===== config.mk =====
export PLATFORM = sky130hd
export DESIGN_NAME = child_start_sequencer
export DESIGN_NICKNAME = d
export VERILOG_FILES = /design/src/rtl/child_seq_pkg.sv /design/src/rtl/seq_timeout_cnt.sv /design/src/rtl/child_start_sequencer.sv
export SDC_FILE = /design/constraint.sdc
export NUM_CORES = 1
export LEC_CHECK = 0
export CAP_MARGIN = 25
export CORE_UTILIZATION = 42
export CTS_CLUSTER_DIAMETER = 50
export CTS_CLUSTER_SIZE = 14
export DETAILED_ROUTE_END_ITERATION = 7
export HOLD_SLACK_MARGIN = 0.1
export PLACE_DENSITY = 0.82
export SYNTH_ARGS = -nofsm -noshare
export SYNTH_HDL_FRONTEND = slang
export SYNTH_SLANG_ARGS = --single-unit

===== constraint.sdc =====
create_clock -name clk -period 2.3 [get_ports clk]
set_clock_uncertainty 0.15 [all_clocks]
set_input_delay 0.23 -clock clk [delete_from_list [all_inputs] [get_ports clk]]
set_output_delay 0.23 -clock clk [all_outputs]
set_load 0.005 [all_outputs]

===== src/rtl/child_seq_pkg.sv =====
// Shared types and helpers for the child start sequencer: state encoding,
// default sizing constants and a lowest-set-bit search used to pick the next child.
package child_seq_pkg;

    localparam int DEF_NUM_CHILD      = 5;
    localparam int DEF_TIMEOUT_CYCLES = 200;
    localparam int DEF_TO_W           = 8;
    // Widest mask the helper function can search; NUM_CHILD must not exceed it.
    localparam int MAX_CHILD          = 32;

    typedef enum logic [2:0] {
        ST_IDLE   = 3'd0,
        ST_SCAN   = 3'd1,
        ST_START  = 3'd2,
        ST_WAIT   = 3'd3,
        ST_FINISH = 3'd4
    } seq_state_e;

    // Index of the lowest set bit; returns 0 for an empty mask (callers test for empty first).
    function automatic int unsigned lowest_set_idx(input logic [MAX_CHILD-1:0] mask);
        int unsigned idx;
        idx = 0;
        for (int i = MAX_CHILD - 1; i >= 0; i--) begin
            if (mask[i]) begin
                idx = unsigned'(i);
            end
        end
        return idx;
    endfunction

endpackage


===== src/rtl/seq_timeout_cnt.sv =====
// Per-child WAIT watchdog. Cleared while the sequencer issues a start, counts
// every enabled cycle, and flags expiry on the cycle whose count would reach LIMIT.
module seq_timeout_cnt #(
    parameter int LIMIT = 200,
    parameter int W     = 8
) (
    input  logic clk,
    input  logic rst_n,
    input  logic clear_i,
    input  logic enable_i,
    output logic expired_o
);

    logic [W-1:0] r_cnt;

    // Count enabled WAIT cycles; the START cycle always precedes WAIT, so clearing there restarts it.
    always_ff @(posedge clk or negedge rst_n) begin
        if (!rst_n) begin
            r_cnt <= '0;
        end else if (clear_i) begin
            r_cnt <= '0;
        end else if (enable_i) begin
            r_cnt <= r_cnt + W'(1);
        end
    end

    // LIMIT-th enabled cycle: the counter reaches LIMIT at this edge.
    assign expired_o = enable_i && (r_cnt == W'(LIMIT - 1));

endmodule


===== src/rtl/child_start_sequencer.sv =====
// Sequences NUM_CHILD children one at a time in ascending index order, issuing
// a one-cycle start strobe to each enabled child and waiting for its done.
// Optional per-child WAIT timeout is built when macro SEQ_TIMEOUT_EN is defined.
module child_start_sequencer
    import child_seq_pkg::*;
#(
    parameter int NUM_CHILD      = DEF_NUM_CHILD,
    parameter int TIMEOUT_CYCLES = DEF_TIMEOUT_CYCLES,
    parameter int TO_W           = DEF_TO_W
) (
    input  logic                         clk,
    input  logic                         rst_n,
    input  logic                         go_i,
    input  logic [NUM_CHILD-1:0]         enable_mask_i,
    input  logic                         abort_i,
    input  logic [NUM_CHILD-1:0]         done_i,
    output logic [NUM_CHILD-1:0]         start_o,
    output logic                         busy_o,
    output logic                         done_o,
    output logic [$clog2(NUM_CHILD)-1:0] cur_idx_o,
    output logic                         err_o,
    output logic [$clog2(NUM_CHILD)-1:0] err_idx_o
);

    localparam int IDX_W = $clog2(NUM_CHILD);

    // Bad configurations leave an empty marker block; it has no hardware.
    if (NUM_CHILD < 2 || NUM_CHILD > MAX_CHILD ||
        (TO_W < 31 && (2 ** TO_W) <= TIMEOUT_CYCLES)) begin : g_bad_cfg
    end

    seq_state_e           r_state;
    seq_state_e           w_state_next;
    logic [NUM_CHILD-1:0] r_mask;
    logic [NUM_CHILD-1:0] w_mask_next;
    logic [IDX_W-1:0]     r_cur_idx;
    logic [IDX_W-1:0]     w_cur_idx_next;
    logic [IDX_W-1:0]     w_scan_idx;
    logic                 w_done_match;
    logic                 w_timeout;

    assign w_scan_idx   = IDX_W'(lowest_set_idx(MAX_CHILD'(r_mask)));
    assign w_done_match = done_i[r_cur_idx];

    // State, remaining-mask and current-index registers.
    always_ff @(posedge clk or negedge rst_n) begin
        if (!rst_n) begin
            r_state   <= ST_IDLE;
            r_mask    <= '0;
            r_cur_idx <= '0;
        end else begin
            r_state   <= w_state_next;
            r_mask    <= w_mask_next;
            r_cur_idx <= w_cur_idx_next;
        end
    end

    // Next-state logic: abort beats done, done beats timeout.
    always_comb begin
        w_state_next   = r_state;
        w_mask_next    = r_mask;
        w_cur_idx_next = r_cur_idx;
        unique case (r_state)
            ST_IDLE: begin
                if (go_i) begin
                    w_mask_next  = enable_mask_i;
                    w_state_next = ST_SCAN;
                end
            end
            ST_SCAN: begin
                if (abort_i) begin
                    w_mask_next  = '0;
                    w_state_next = ST_IDLE;
                end else if (r_mask == '0) begin
                    w_state_next = ST_FINISH;
                end else begin
                    w_cur_idx_next = w_scan_idx;
                    w_state_next   = ST_START;
                end
            end
            ST_START: begin
                if (abort_i) begin
                    w_mask_next  = '0;
                    w_state_next = ST_IDLE;
                end else begin
                    w_state_next = ST_WAIT;
                end
            end
            ST_WAIT: begin
                if (abort_i) begin
                    w_mask_next  = '0;
                    w_state_next = ST_IDLE;
                end else if (w_done_match) begin
                    w_mask_next[r_cur_idx] = 1'b0;
                    w_state_next           = ST_SCAN;
                end else if (w_timeout) begin
                    w_mask_next  = '0;
                    w_state_next = ST_FINISH;
                end
            end
            ST_FINISH: begin
                w_state_next = ST_IDLE;
            end
            default: begin
                w_state_next = ST_IDLE;
            end
        endcase
    end

    // One-hot start strobe decoded from the registered state and index.
    for (genvar gi = 0; gi < NUM_CHILD; gi++) begin : g_start
        assign start_o[gi] = (r_state == ST_START) && (r_cur_idx == IDX_W'(gi));
    end

    assign busy_o    = (r_state != ST_IDLE);
    assign done_o    = (r_state == ST_FINISH);
    assign cur_idx_o = r_cur_idx;

`ifdef SEQ_TIMEOUT_EN
    logic             w_to_clear;
    logic             w_to_enable;
    logic             r_err;
    logic [IDX_W-1:0] r_err_idx;

    assign w_to_clear  = (r_state == ST_START);
    assign w_to_enable = (r_state == ST_WAIT) && !abort_i && !w_done_match;

    seq_timeout_cnt #(
        .LIMIT (TIMEOUT_CYCLES),
        .W     (TO_W)
    ) u_timeout (
        .clk       (clk),
        .rst_n     (rst_n),
        .clear_i   (w_to_clear),
        .enable_i  (w_to_enable),
        .expired_o (w_timeout)
    );

    // Sticky error: cleared when a new sequence is accepted, set on a timeout.
    always_ff @(posedge clk or negedge rst_n) begin
        if (!rst_n) begin
            r_err     <= 1'b0;
            r_err_idx <= '0;
        end else if ((r_state == ST_IDLE) && go_i) begin
            r_err     <= 1'b0;
            r_err_idx <= '0;
        end else if (w_timeout) begin
            r_err     <= 1'b1;
            r_err_idx <= r_cur_idx;
        end
    end

    assign err_o     = r_err;
    assign err_idx_o = r_err_idx;
`else
    assign w_timeout = 1'b0;
    assign err_o     = 1'b0;
    assign err_idx_o = '0;
`endif

endmodule


==> metrics.txt <==
Final Max Slew Viols 0; Hold WS 0.1494 ns; Mapped Area 729.5 sq um; largest family of logic cells by synthesized area compound AO/OA/AOI/OAI gates; ANT nets after route 0; GPL Wtd Cong 0.8883; DIE AREA 1908 sq um; Via-to-Cell Ratio 5.742; mux contribution to synthesized area 3.087%; core area 1559 sq um; Buf/Inv on CP 1; setup violators final 0; Global Route Usage Sum 21.43%; Worst-Skew Late Latency 0.27 ns; critical path class flip-flop to primary output; post-synth cell types 30; synthesis warning total 0; area of the multi-input gates 424.2 sq um; Fin. Hold Viols 0; crit-path max cell delay 0.50 ns; Rel. slew slack 65.08%; Synth async-reset ratio 100.0%; vias 735; Leakage Power 0.0004197 uW; # clock sinks 11; Post-synth EDFFs 0; Initial Util 46.79%; Met3 Wirelength 114 um; status finished with violations; number of fill cells 128; Synth Area in XOR/XNOR 0%; largest net degree at the start of global routing 13; Reg area 275.3 sq um; Max VDD drop 0.0005569 V; CTS tree done; die width 43.68 um; highest routed metal layer met3; Pre-Repair DR Iteration Count 6; row count 14; Post-Synth Simple-Gate Area 25.21%; die height 43.68 um; f_max 460.6 MHz; slowest cell on the critical path clkdlybuf4s50_1; first-pass GRT wire length 3.015 mm; max_cap viols 0; Final min period 2.171 ns; layout cells sized above 1 10.71%; HPWL Detailed 1.340 mm; #FFs+latches synth 11; num ports 28; WP data arrival 1.79 ns; worst slew pin tran 0.5222 ns; top_reg_cell synth dfrtp_1; total gr overflow 0; most common cell after layout, fill and taps aside clkdlybuf4s50_1; initial DRC count 27; Adder-Cell Fraction of Synth Area 0%; Finished Core Util 64.53%; Min-Delay Path Class primary input to async pin; mean post-synth cell area 8.384 sq um; worst-path cell chain nor4b_4, and3_1, clkdlybuf4s50_1; Root Buffer clkbuf_4; commonest cells after routing, fill and taps aside clkdlybuf4s50_1 (23), a21oi_1 (17), nor2_1 (11), dfrtp_1 (11), a31oi_1 (6); vias in the first global route 661; Ant. Diodes 0; PortBufs 23; crit-path max FO 8; sequential share of the synthesized area 37.74%; CP delay by family, top simple AND/OR/NAND/NOR gates; failing checks design-rule violations; Bufs on Longest Clock Path 2; # H-tree levels 1; Remaining DRCs 3; CP Capture Type primary output; WL/cell 13.94 um; CP Launch Type flip-flop; clk slew on worst S/H paths 0.07 ns; DR WL met2 840 um; Data required, critical path 1.92 ns; fin crit share 94.40%; Setup TNS Final 0 ns; RSZ-0062 raised after global routing false; initial antenna violation count 0; Mapped Cells 87; Inserted Clock Buffers 3; Final nets 127; PwrDens 1179 nW/um^2; wirelength, routed 1.784 mm; wl on met1 829 um; Compound-Gate Fraction of Synth Area 25.73%; Area Overhead vs Synth 37.91%
power by group:
part / switching (uW) / total (uW) / internal, uW
Sequential: 152 / 436 / 283
Combinational: 310 / 620 / 309
Clock: 63.5 / 131 / 67.2
Total: 526 / 1190 / 660
worst paths after layout:
check                      slack (ns)            to          from  cells after the start
max                              0.13    start_o[3]    r_state[0]                      3
min                              0.15  cur_idx_o[1]         rst_n                      1
max reg2reg                      0.46     r_mask[2]  cur_idx_o[0]                      5
min reg2reg                      0.42  cur_idx_o[2]     r_mask[4]                      2
max in group asynchronous        1.49     r_mask[2]         rst_n                      1
min in group clk                 0.42  cur_idx_o[2]     r_mask[4]                      2
timing repair:
action                     in CTS  in global routing
hold endpoints to repair        0                  0
hold buffers                    0                  0
buffers inserted                0                  0
setup endpoints to repair       4                  2
resized for setup               1                  1
registers in the layout (all words and copies together) (netlist names):
register,cells
cur_idx_o,3
r_state,3
r_mask,5
metal layers:
metal  global-route usage [%]  up-vias
li1                         -      358
met1                    29.63      351
met2                    32.24       26
met3                    8.333        0
met4                    3.750        0
met5                        0        -
worst reg2reg max path, cell delays in order, from the launching register on:
cell and delay [ns]:
dfrtp_1 0.55, mux2_2 0.38, a31oi_1 0.26, o41ai_2 0.12
buf_4 0.17, a31oi_1 0.13
area by class of cell:
| class | count | share of cell area, % |
|---|---|---|
| flip-flops and latches | 11 | 27.36 |
| inverters | 4 | 1.493 |
| clock buffers | 4 | 2.612 |
| repair buffers | 25 | 24.38 |
| multi-input cells | 68 | 42.16 |
| well taps | 16 | 1.990 |
metrics by stage:
step	setup WS (ns)	total power [uW]	std cells	cell area, sq um
after detailed placement	0.2366	1030	124	964.7
after global placement	0.3042	1014	124	964.7
after global routing	0.02047	1294	128	1006
after floorplan	0.6403	795.2	90	740.7
after CTS	0.08461	1168	128	997.2
final	0.1288	1186	128	1006
cells in the mapped netlist (2+ instances only):
cell / number / share of area [%]
dfrtp_1: 11 / 38
nor2b_1: 2 / 1.7
a31oi_1: 6 / 5.1
a211oi_1: 2 / 2.1
a21oi_1: 17 / 12
nor2_1: 11 / 5.7
buf_4: 4 / 4.1
nor3_1: 2 / 1.4
nand2_1: 4 / 2.1
clkbuf_1: 3 / 1.5
and2_1: 2 / 1.7
o41ai_2: 2 / 4.5
and3_1: 2 / 1.7
inv_1: 3 / 1.5
cells by family (layout without fill, tap and decap cells):
family	Yosys count	in the layout
compound gates	30	30
buf+inv	11	33
flops	11	11
mux	2	2
other cells	1	4
simple gates	32	32
Note: power is estimated with default switching activity, not from simulation.
